--- config.mk ---
export PLATFORM = sky130hd
export DESIGN_NAME = buffer_interface
export DESIGN_NICKNAME = d
export VERILOG_FILES = /design/src/rtl/buffer_interface_pkg.sv /design/src/rtl/buffer_interface.sv
export SDC_FILE = /design/constraint.sdc
export NUM_CORES = 1
export LEC_CHECK = 0
export ABC_AREA = 1
export BUFFER_PORTS_ARGS = -buffer_cell sky130_fd_sc_hd__buf_2
export CAP_MARGIN = 5
export CORE_AREA = 8 8 116 118
export DETAILED_ROUTE_END_ITERATION = 16
export DIE_AREA = 0 0 124 126
export SYNTH_ARGS = -nofsm -noshare
export SYNTH_HDL_FRONTEND = slang
export SYNTH_SLANG_ARGS = --single-unit
--- constraint.sdc ---
create_clock -name clk -period 2.2 [get_ports clk]
set_input_delay 0.44 -clock clk [delete_from_list [all_inputs] [get_ports clk]]
set_output_delay 0.44 -clock clk [all_outputs]
set_load 0.01 [all_outputs]
--- src/rtl/buffer_interface_pkg.sv ---
// Shared definitions for buffer_interface: FSM state encoding, ctrl_word
// field offsets, write/read flag bit indices and the default address width.
package buffer_interface_pkg;

  localparam int BUF_SIZE_DEF = 9;   // 512-line buffer

  // ctrl_word field offsets
  localparam int F_FIRST = 0;        // [8:0]   firstline
  localparam int F_LAST  = 9;        // [17:9]  lastline
  localparam int F_STEP  = 18;       // [21:18] step
  localparam int F_READ  = 22;
  localparam int F_WRITE = 23;
  localparam int F_CLEAR = 24;
  localparam int STEP_W  = 4;

  // flag bit indices (wr_flags_i / rd_flags_o)
  localparam int FL_SOP = 0;
  localparam int FL_EOP = 1;
  localparam int FL_ERR = 2;

  typedef enum logic [2:0] {
    IDLE     = 3'd0,
    PRE_READ = 3'd1,
    READING  = 3'd2,
    WRITING  = 3'd3,
    DONE     = 3'd4,
    ERROR    = 3'd5
  } state_t;

endpackage

--- src/rtl/buffer_interface.sv ---
// buffer_interface: moves words between a streaming port pair and port B of
// an external synchronous-read RAM (ram_2port).
//   clk, rst            : clock, asynchronous active-high reset
//   ctrl_word, go       : command word and its one-cycle accept strobe
//   done, error         : level status of the last transfer
//   en_o, we_o, addr_o  : RAM port enable / write enable / address
//   dat_to_buf          : RAM write data; dat_from_buf: RAM read data (1 cycle)
//   wr_*                : write stream in (data, flags {err,eop,sop}, write, ready)
//   rd_*                : read stream out (data, flags {0,0,eop,sop}, ready, read)
// Optional: BUFFER_INTERFACE_STEP_EN makes the address advance by the
// command's step field (0 treated as 1) instead of by 1.
module buffer_interface
  import buffer_interface_pkg::*;
#(
  parameter int BUF_SIZE = BUF_SIZE_DEF
) (
  input  logic                clk,
  input  logic                rst,
  input  logic [31:0]         ctrl_word,
  input  logic                go,
  output logic                done,
  output logic                error,
  output logic                en_o,
  output logic                we_o,
  output logic [BUF_SIZE-1:0] addr_o,
  output logic [31:0]         dat_to_buf,
  input  logic [31:0]         dat_from_buf,
  input  logic [31:0]         wr_data_i,
  input  logic [3:0]          wr_flags_i,
  input  logic                wr_write_i,
  output logic                wr_ready_o,
  output logic [31:0]         rd_data_o,
  output logic [3:0]          rd_flags_o,
  output logic                rd_ready_o,
  input  logic                rd_read_i
);

  state_t              state;
  logic [BUF_SIZE-1:0] addr;      // next RAM line to touch
  logic [BUF_SIZE-1:0] cur;       // line currently presented on rd_data_o
  logic [BUF_SIZE-1:0] first_q, last_q;
  logic [BUF_SIZE-1:0] inc;

  logic cmd_clear, cmd_read, cmd_write, accept, abort;
  logic sop, eop, rd_take, wr_take, wr_bad, wr_last;

  assign cmd_clear = ctrl_word[F_CLEAR];
  assign cmd_read  = ctrl_word[F_READ];
  assign cmd_write = ctrl_word[F_WRITE];
  assign abort     = go && cmd_clear;
  assign accept    = go && !cmd_clear && (cmd_read || cmd_write) &&
                     (state == IDLE || state == DONE || state == ERROR);

`ifdef BUFFER_INTERFACE_STEP_EN
  logic [STEP_W-1:0] step_q;
  logic              unused_ctrl;
  assign unused_ctrl = ^ctrl_word[31:25];
  assign inc = (step_q == '0) ? BUF_SIZE'(1) : BUF_SIZE'(step_q);
`else
  logic unused_ctrl;
  assign unused_ctrl = ^{ctrl_word[31:25], ctrl_word[F_STEP +: STEP_W]};
  assign inc = BUF_SIZE'(1);
`endif

  assign sop     = (cur == first_q);
  assign eop     = (cur == last_q);
  assign rd_take = (state == READING) && rd_read_i;
  assign wr_take = (state == WRITING) && wr_write_i;
  // Write-side termination decided on the word being written this cycle.
  assign wr_bad  = wr_flags_i[FL_ERR] || (wr_flags_i[FL_SOP] && wr_flags_i[FL_EOP]);
  assign wr_last = wr_flags_i[FL_EOP] || (addr == last_q);

  // RAM port is driven straight from state + handshake so reads are
  // zero-wait: the fetch issued with rd_read_i lands on dat_from_buf next cycle.
  // A clear in the same cycle suppresses the access so aborted transfers never
  // touch the RAM; the final read (eop consumed) issues no extra fetch.
  always_comb begin
    en_o       = 1'b0;
    we_o       = 1'b0;
    addr_o     = addr;
    dat_to_buf = wr_data_i;
    if (!abort) begin
      en_o = (state == PRE_READ) || (rd_take && !eop) || wr_take;
      we_o = wr_take;
    end
    rd_ready_o = (state == READING);
    wr_ready_o = (state == WRITING);
    rd_data_o  = dat_from_buf;
    rd_flags_o = {2'b00, eop && rd_ready_o, sop && rd_ready_o};
    done       = (state == DONE);
    error      = (state == ERROR);
  end

  always_ff @(posedge clk or posedge rst) begin
    if (rst) begin
      state   <= IDLE;
      addr    <= '0;
      cur     <= '0;
      first_q <= '0;
      last_q  <= '0;
`ifdef BUFFER_INTERFACE_STEP_EN
      step_q  <= '0;
`endif
    end else if (abort) begin
      state <= IDLE;
    end else if (accept) begin
      addr    <= ctrl_word[F_FIRST +: BUF_SIZE];
      first_q <= ctrl_word[F_FIRST +: BUF_SIZE];
      last_q  <= ctrl_word[F_LAST  +: BUF_SIZE];
`ifdef BUFFER_INTERFACE_STEP_EN
      step_q  <= ctrl_word[F_STEP +: STEP_W];
`endif
      state   <= cmd_read ? PRE_READ : WRITING;  // read wins if both set
    end else begin
      case (state)
        PRE_READ: begin
          cur   <= addr;
          addr  <= addr + inc;
          state <= READING;
        end
        READING: if (rd_read_i) begin
          if (eop) begin
            state <= DONE;
          end else begin
            cur  <= addr;
            addr <= addr + inc;
          end
        end
        WRITING: if (wr_write_i) begin
          addr <= addr + inc;
          if (wr_bad)       state <= ERROR;
          else if (wr_last) state <= DONE;
        end
        default: ;
      endcase
    end
  end

endmodule

; ---- After elaboration in Yosys (flattened, before gate mapping)
; Index checks and enable logic that the tools add are counted.
[word_totals]
word_cells = 71
in_bits = 105
out_inout_bits = 83
reg_bits = 39
[op_classes]
n_bitwise = 2
reduce_logical = 27
n_addsub = 1
mux = 19
eq_ne = 17
[ops]
columns = operator, count
row1 = $mux 9, 6
row2 = $eq 9x9->1, 3
row3 = $pmux 9 s3, 1
row4 = $mux 3, 7
row5 = $pmux 9 s2, 1
row6 = $reduce_and 5->1, 3
row7 = $logic_and 1x1->1, 10
row8 = $add 9x1->9 const B, 1
row9 = $pmux 3 s3, 1
row10 = $ne 4x1->1 const B, 2
row11 = $logic_or 1x1->1, 7
row12 = $eq 3x2->1 const B, 2
row13 = $eq 3x3->1 const B, 2
row14 = $ne 5x1->1 const B, 1
row15 = $reduce_bool 5->1, 1
row16 = $ne 4x2->1 const B, 1
row17 = $reduce_bool 4->1, 1
row18 = $eq 3x1->1 const B, 1
row19 = $logic_not 3->1, 1
row20 = $ne 3x1->1 const B, 1
row21 = $ne 3x2->1 const B, 1
row22 = $ne 3x3->1 const B, 1
row23 = $logic_not 1->1, 2
row24 = $mux 1, 2
row25 = other kinds (6), 7

; ---- Depth between registers and ports, before layout
; Gate-level depths: netlist of the first run.
[depth]
depth_word = 8
depth_mapped = 10
ltp_nobuf = 10

; ---- Least setup slack after synthesis of the first run
; Ideal clock, no wire load.
[synth_path]
path_type = reg-to-output
startpoint = register state[2]
endpoint = output port en_o
slack_ps = 372
path_buffers = 1
path_stages_with_launch = 9
t_required_ps = 1760
arrival_ps = 1388
cell_sequence = dfrtp_1 inv_2 nand2_4 nor2_2 nand2_2 a21oi_4 nand2_4 buf_6 o21ai_1
[synth_via]
elab_chain_len = 6
elab_cells_between_ends = 9
cone_classes = 3 x eq/ne / 1 x mux / 5 x reduce/logical
[synth_lines]
columns = element, line
row1 = "start, declared", buffer_interface.sv:38  ; state_t state;
row2 = "start signal, assigned", buffer_interface.sv:113  ; state <= cmd_read ? PRE_READ : WRITING;
row3 = $eq 3x2->1, --
row4 = net rd_ready_o, buffer_interface.sv:34  ; output logic rd_ready_o,
row5 = $logic_and 1x1->1, buffer_interface.sv:67  ; assign rd_take = (state == READING) && rd_read_i;
row6 = $logic_and 1x1->1, buffer_interface.sv:83  ; en_o = (state == PRE_READ) || (rd_take && !eop) || wr_take;
row7 = $logic_or 1x1->1 (2 in a row), buffer_interface.sv:83
row8 = $mux 1, buffer_interface.sv:82  ; if (!abort) begin
row9 = "end, declared", buffer_interface.sv:23  ; output logic en_o,
; The timed path passes the listed nets, and every way through them passes these cells.

; ---- Worst setup path after layout of the first run
[layout_path]
startpoint = register state[1]
endpoint = output port en_o
[layout_via]
elab_chain_len = 6
elab_cells_between_ends = 9
cone_classes = 3 x eq/ne / 1 x mux / 5 x reduce/logical
[layout_lines]
columns = element, line
row1 = $eq 3x2->1, buffer_interface.sv:67
row2 = $logic_and 1x1->1, buffer_interface.sv:67
row3 = $logic_and 1x1->1, buffer_interface.sv:83
row4 = $logic_or 1x1->1, buffer_interface.sv:83
row5 = $logic_or 1x1->1 *, buffer_interface.sv:83
row6 = $mux 1 *, buffer_interface.sv:82
; Every way passes the cells marked *; elsewhere a longest branch is shown, timed or not.

==> impl_metrics.json, run 1 <==
{
  "status": "finished, final reports clean",
  "grt_setup_unrepaired": "no",
  "swShare_pct": 43.9,
  "synth_cell_types": 34,
  "synth.top_cells.by_count": "106 x nand2_1, 68 x buf_4, 39 x dfrtp_1, 38 x inv_1, 17 x nor2_1",
  "synth-compound-area-share_pct": 11.0,
  "drc": 0,
  "nets": 465,
  "worstPathArrival_ns": 1.65,
  "critPathSlowestCell": "dfrtp_1",
  "setup_tns_ns": 0,
  "antenna_found_initial": 0,
  "critPathMaxStageDelay_ns": 0.52,
  "grt_pass1_wl_um": 10900,
  "hp-class": "in -> async",
  "slew_violations": 0,
  "internal-power_mw": 2.18,
  "synth-xor-area-share_pct": 4.35,
  "async_flop_share_pct": 100,
  "post-route-min-period_ns": 2.09,
  "critPathBufInv": 1,
  "peakVddDrop_v": 0.000561,
  "drive_gt1_share_pct": 22.9,
  "relSlewSlack_pct": 65.6,
  "crit_family": "flip-flops",
  "synth.avg_cell_area_um2": 7.48,
  "grt_max_degree": 40,
  "firstDrtPassIters": 4,
  "htree_levels": 2,
  "fmax_mhz": 479,
  "cp.required_ns": 1.76,
  "report.power.total_mw": 3.89,
  "cts_tree": "yes",
  "syn_inst": 377,
  "p_sw_mw": 1.71,
  "rr_endpoint": "addr_o[1]$_DFFE_PP0P_",
  "finalHoldViolCount": 0,
  "cp_common_cell": "nand2_4",
  "comb_power_share_pct": 46.0,
  "synth_area_um2": 2820,
  "cts-buffers-inserted": 5,
  "yosysSeqAreaShare_pct": 34.6,
  "p_leak_nw": 1.43,
  "dp_hpwl_um": 5170,
  "synth_top_area_share_pct": 34.6,
  "cts_setup_buffers": 0,
  "wl_per_cell_um": 13.2,
  "min_period_over_period_pct": 94.8,
  "dieArea_um2": 15600,
  "start_util_pct": 24.1,
  "crit_type": "reg -> out",
  "grt_overflow_total": 0,
  "clkLatencyLatePin_ns": 0.28,
  "clk_path_buf_depth": 2,
  "p_seq_share_pct": 36.9,
  "path_max_fanout": 8,
  "yosys.area_share.simple_pct": 24.1,
  "path_cells": "nand2_4 > nor2_2 > nand2_2 > a21oi_4 > nand2_4 > o21ai_1 > buf_2",
  "cts_resized": 0,
  "port_buffers": 45,
  "path_clk_slew_ns": 0.05,
  "synth-warning-count": 0,
  "start_kind": "flip-flop",
  "dpl_worst_slack_ns": 0.411,
  "r2r_start": "last_q[8]$_DFFE_PP0P_",
  "clock-sinks": 39,
  "cts-root-buf": "clkbuf_16",
  "worst_slack_ns": 0.114,
  "muxShareOfSynthArea_pct": 0,
  "synth_edf_count": 0,
  "ys.flop_type": "dfrtp_1",
  "setup_viol": 0,
  "placementRows": 40,
  "hold_buffers": 0,
  "critical_path_depth": 7,
  "yosysTopAreaCell": "dfrtp_1",
  "place_congestion": 0.795,
  "worstMarginPinSlew_ns": 0.516,
  "via_per_inst": 4.26,
  "reg2regPathDepth": 8,
  "grt_util_all_layers_pct": 8.67,
  "rrSetupSlack_ns": 0.50,
  "boundaryPins": 188,
  "vias": 2149,
  "grt_pass1_vias": 2174,
  "synth-adder-area-share_pct": 0.444,
  "syn_to_final_growth_pct": 0.710,
  "fin_skew_ns": 0.00500,
  "coreArea_um2": 11700,
  "diodes": 0,
  "wirelength_um": 6660,
  "p_per_area_nw_per_um2": 1370,
  "die_width_um": 124,
  "drtIter0Drc": 119,
  "postRouteAntennaNets": 0,
  "fin_area_um2": 2840,
  "synth.most_common_cell": "nand2_1",
  "cap_violations": 0,
  "synth_area_leaders": "dfrtp_1 35%, buf_4 18%, nand2_1 14%, inv_1 5.1%, o21ai_2 3.4%",
  "fin_worst_hold_slack_ns": 0.283,
  "p_clk_share_pct": 17.1,
  "synth_top_family_by_area": "buffers and inverters",
  "synth.ff_latch_count": 39,
  "endpoint_kind": "primary output",
  "dpl-instance-area_um2": 2710,
  "die_h_um": 126
}
[cell type report]
cell class | instances | area [µm²]
Timing Repair Buffer | 49 | 255
Tap cell | 147 | 184
Sequential cell | 39 | 976
Fill cell | 1322 | 8870
Inverter | 42 | 158
Clock buffer | 6 | 129
Multi-Input combinational cell | 222 | 1140
[state kept, by name, indices dropped and copies added, names as in the netlist]
register,count
addr_o,9
cur,9
first_q,9
last_q,9
state,3
[through the flow]
stage,std cells,utilization [%]
6_report,505,24.3
5_1_grt,505,24.3
4_1_cts,505,24.2
3_5_place_dp,499,23.1
3_3_place_gp,499,23.1
2_1_floorplan,378,-
[cells in the final DEF (no fill, tap or decap)]
cell / netlist / final
nand2_1: 106 / 106
buf_2: 4 / 45
dfrtp_1: 39 / 39
inv_1: 38 / 38
nor2_1: 17 / 15
nand3_1: 14 / 14
o21ai_1: 13 / 13
xnor2_1: 11 / 11
o21ai_2: 11 / 11
o21ai_0: 7 / 7
nand4_1: 6 / 6
nor3_1: 5 / 5
a21oi_1: 5 / 5
clkbuf_16: 0 / 5
inv_2: 4 / 4
buf_4: 68 / 4
nor2_2: 1 / 3
xor2_1: 3 / 3
o22ai_1: 3 / 3
nand2_4: 2 / 2
nand3_2: 2 / 2
nand2_2: 2 / 2
a211oi_1: 2 / 2
o21bai_1: 2 / 2
conb_1: 1 / 2
a21oi_4: 1 / 1
nor2_4: 1 / 1
a21oi_2: 1 / 1
nand3b_1: 1 / 1
or2_2: 1 / 1
a221oi_1: 1 / 1
a31oi_1: 1 / 1
ha_1: 1 / 1
clkbuf_1: 1 / 1
[kinds of logic (layout without fill, tap and decap cells)]
family | Yosys count | count (layout)
AO/OA/AOI/OAI | 47 | 47
XOR/XNOR | 14 | 14
adder cells (fa/ha/maj) | 1 | 1
buffers and inverters | 117 | 97
flip-flops | 39 | 39
other | 1 | 2
AND/OR/NAND/NOR | 158 | 158
[routing by layer]
| layer | up-vias | routed length [µm] | global-route usage (%) |
|---|---|---|---|
| met4 | 0 | 112 | 3.15 |
| met1 | 995 | 2880 | 10.2 |
| li1 | 1075 | - | - |
| met2 | 61 | 3250 | 14.6 |
| met5 | - | 0 | 0 |
| met3 | 18 | 419 | 2.37 |
[worst min-delay path, cell delays in order]
cell and delay [ns]:
buf_2 0.10, inv_1 0.04, buf_4 0.43
[worst max-delay path by stage]
stage / slack (ns) / from / to
after floorplan: 0.37 / state[2]$_DFFE_PP0P_ / en_o
after global placement: 0.44 / state[1]$_DFFE_PP0P_ / en_o
after detailed placement: 0.41 / state[1]$_DFFE_PP0P_ / en_o
after CTS: 0.11 / state[1]$_DFFE_PP0P_ / en_o
after global routing: 0.04 / state[1]$_DFFE_PP0P_ / en_o
final: 0.11 / state[1]$_DFFE_PP0P_ / en_o
[power by group through the flow]
stage,combinational [mW],clock [mW],sequential (mW)
after floorplan,1.53,0,1.35
after global placement,1.75,0,1.43
after detailed placement,1.78,0,1.44
after CTS,1.79,0.683,1.43
after global routing,2.06,0.715,1.49
final,1.79,0.666,1.43
Power figures use the tool's default switching activity.
==> inputs of run 2 (changes only) <==
--- a/config.mk
+++ b/config.mk
@@ -11,6 +11,7 @@
 export CORE_AREA = 8 8 116 118
 export DETAILED_ROUTE_END_ITERATION = 16
 export DIE_AREA = 0 0 124 126
+export PLACE_DENSITY = 0.5
 export SYNTH_ARGS = -nofsm -noshare
 export SYNTH_HDL_FRONTEND = slang
 export SYNTH_SLANG_ARGS = --single-unit
==> run 2 against run 1 <==
Register-to-register slack worse by 0.02 ns. Maximum frequency is 1.2% higher. Die area stayed put. Sequential share of layout area is 0.30 points lower. Design area is 1.0% higher.
==> impl_metrics.json, run 2 (synthesis results as in run 1) <==
{
  "finish.utilization_pct": 24.5,
  "dpl-instance-area_um2": 2710,
  "placementRows": 40,
  "post-route-min-period_ns": 2.06,
  "relSlewSlack_pct": 64.6,
  "fin_area_um2": 2870,
  "start_kind": "flip-flop",
  "clk_path_buf_depth": 2,
  "path_clk_slew_ns": 0.06,
  "nets": 465,
  "antenna_found_initial": 0,
  "drtIter0Drc": 102,
  "wl_per_cell_um": 13.3,
  "drive_gt1_share_pct": 23.1,
  "setup_tns_ns": 0,
  "cap_violations": 0,
  "postRouteAntennaNets": 0,
  "syn_to_final_growth_pct": 1.73,
  "place_congestion": 0.795,
  "slew_violations": 0,
  "layout_common_cells": "106 x nand2_1, 45 x buf_2, 38 x inv_1, 38 x dfrtp_1, 17 x nor2_1",
  "crit_start": "cur[8]$_DFFE_PP0P_",
  "htree_levels": 2,
  "die_width_um": 124,
  "drc": 0,
  "fin_worst_hold_slack_ns": 0.280,
  "grt_pass1_wl_um": 11000,
  "diodes": 0,
  "cts-root-buf": "clkbuf_16",
  "peakVddDrop_v": 0.000389,
  "clock-sinks": 39,
  "grt_util_all_layers_pct": 8.85,
  "grt_overflow_total": 0,
  "start_util_pct": 24.1,
  "r2r_start": "state[0]$_DFFE_PP0P_",
  "endpoint_kind": "primary output",
  "path_max_fanout": 4,
  "wirelength_um": 6720,
  "min_period_over_period_pct": 93.7,
  "n_fill_cell": 1333,
  "clkLatencyLatePin_ns": 0.29,
  "grt_max_degree": 40,
  "dieArea_um2": 15600,
  "worstMarginPinSlew_ns": 0.531,
  "worstPathArrival_ns": 1.62,
  "via_per_inst": 4.24,
  "cts_tree": "yes",
  "status": "finished, final reports clean",
  "hp-class": "in -> async",
  "hold_buffers": 0,
  "cts-buffers-inserted": 5,
  "grt_setup_unrepaired": "no",
  "vias": 2151,
  "reg2regPathDepth": 7,
  "crit_type": "reg -> out",
  "grt_pass1_vias": 2185,
  "cp.required_ns": 1.76,
  "die_h_um": 126,
  "port_buffers": 45,
  "finalHoldViolCount": 0,
  "cts_setup_buffers": 0,
  "fin_skew_ns": 0.00565,
  "fmax_mhz": 485,
  "p_leak_nw": 1.45,
  "dp_hpwl_um": 5170,
  "mostFrequentLayoutCell": "nand2_1",
  "coreArea_um2": 11700,
  "setup_viol": 0,
  "firstDrtPassIters": 4,
  "p_per_area_nw_per_um2": 1390,
  "boundaryPins": 188
}
-- run 2: changes by cell type in the layout (fill, tap and decap cells not counted), sizes merged --
cell    before  now
clkbuf       6    8
-- run 2: report_power, final --
part           internal (mW)  total (mW)  switching, mW
Clock                  0.483       0.774          0.291
Sequential              1.04        1.44          0.398
Combinational          0.729        1.77           1.04
Total                   2.26        3.99           1.73
-- run 2: final timing paths --
check	slack, ns	endpoint
min in group clk	0.35	last_q[3]$_DFFE_PP0P_
min reg2reg	0.50	first_q[0]$_DFFE_PP0P_
min	0.28	addr_o[0]$_DFFE_PP0P_
max	0.14	en_o
max reg2reg	0.48	addr_o[3]$_DFFE_PP0P_
max in group asynchronous	1.52	state[1]$_DFFE_PP0P_
-- run 2: timing repair --
action,in CTS,in global routing
hold endpoints to repair,0,0
endpoints found under the setup margin,0,1
gates resized for setup,0,2
-- run 2: per-stage QoR --
stage          setup slack, ns  cells  total power [mW]
2_1_floorplan            0.372    378              2.88
3_3_place_gp             0.390    499              3.22
3_5_place_dp             0.347    499              3.24
4_1_cts                 0.0678    507              4.03
5_1_grt                 0.0284    507              4.34
6_report                 0.139    507              3.99
-- run 2: area by class of cell --
class / instances / area, µm² / share of cell area [%]
clock buffers: 8 / 156 / 5.45
inverters: 42 / 158 / 5.49
multi-input cells: 222 / 1140 / 39.7
flip-flops and latches: 39 / 977 / 34.1
well taps: 147 / 184 / 6.41
repair buffers: 49 / 255 / 8.90
-- run 2: metal layers --
layer	global-route usage [%]	wire length, µm
met5	0	0
met2	14.2	3190
met4	3.92	128
met3	2.68	421
met1	10.6	2980
-- run 2: critical path: stages (launching register included) --
cell and delay, ns:
dfrtp_1 0.42, xnor2_1 0.17, nand3_1 0.08, nor2_1 0.20
nand3_2 0.17, nand2_4 0.09, o21ai_1 0.05, buf_2 0.14
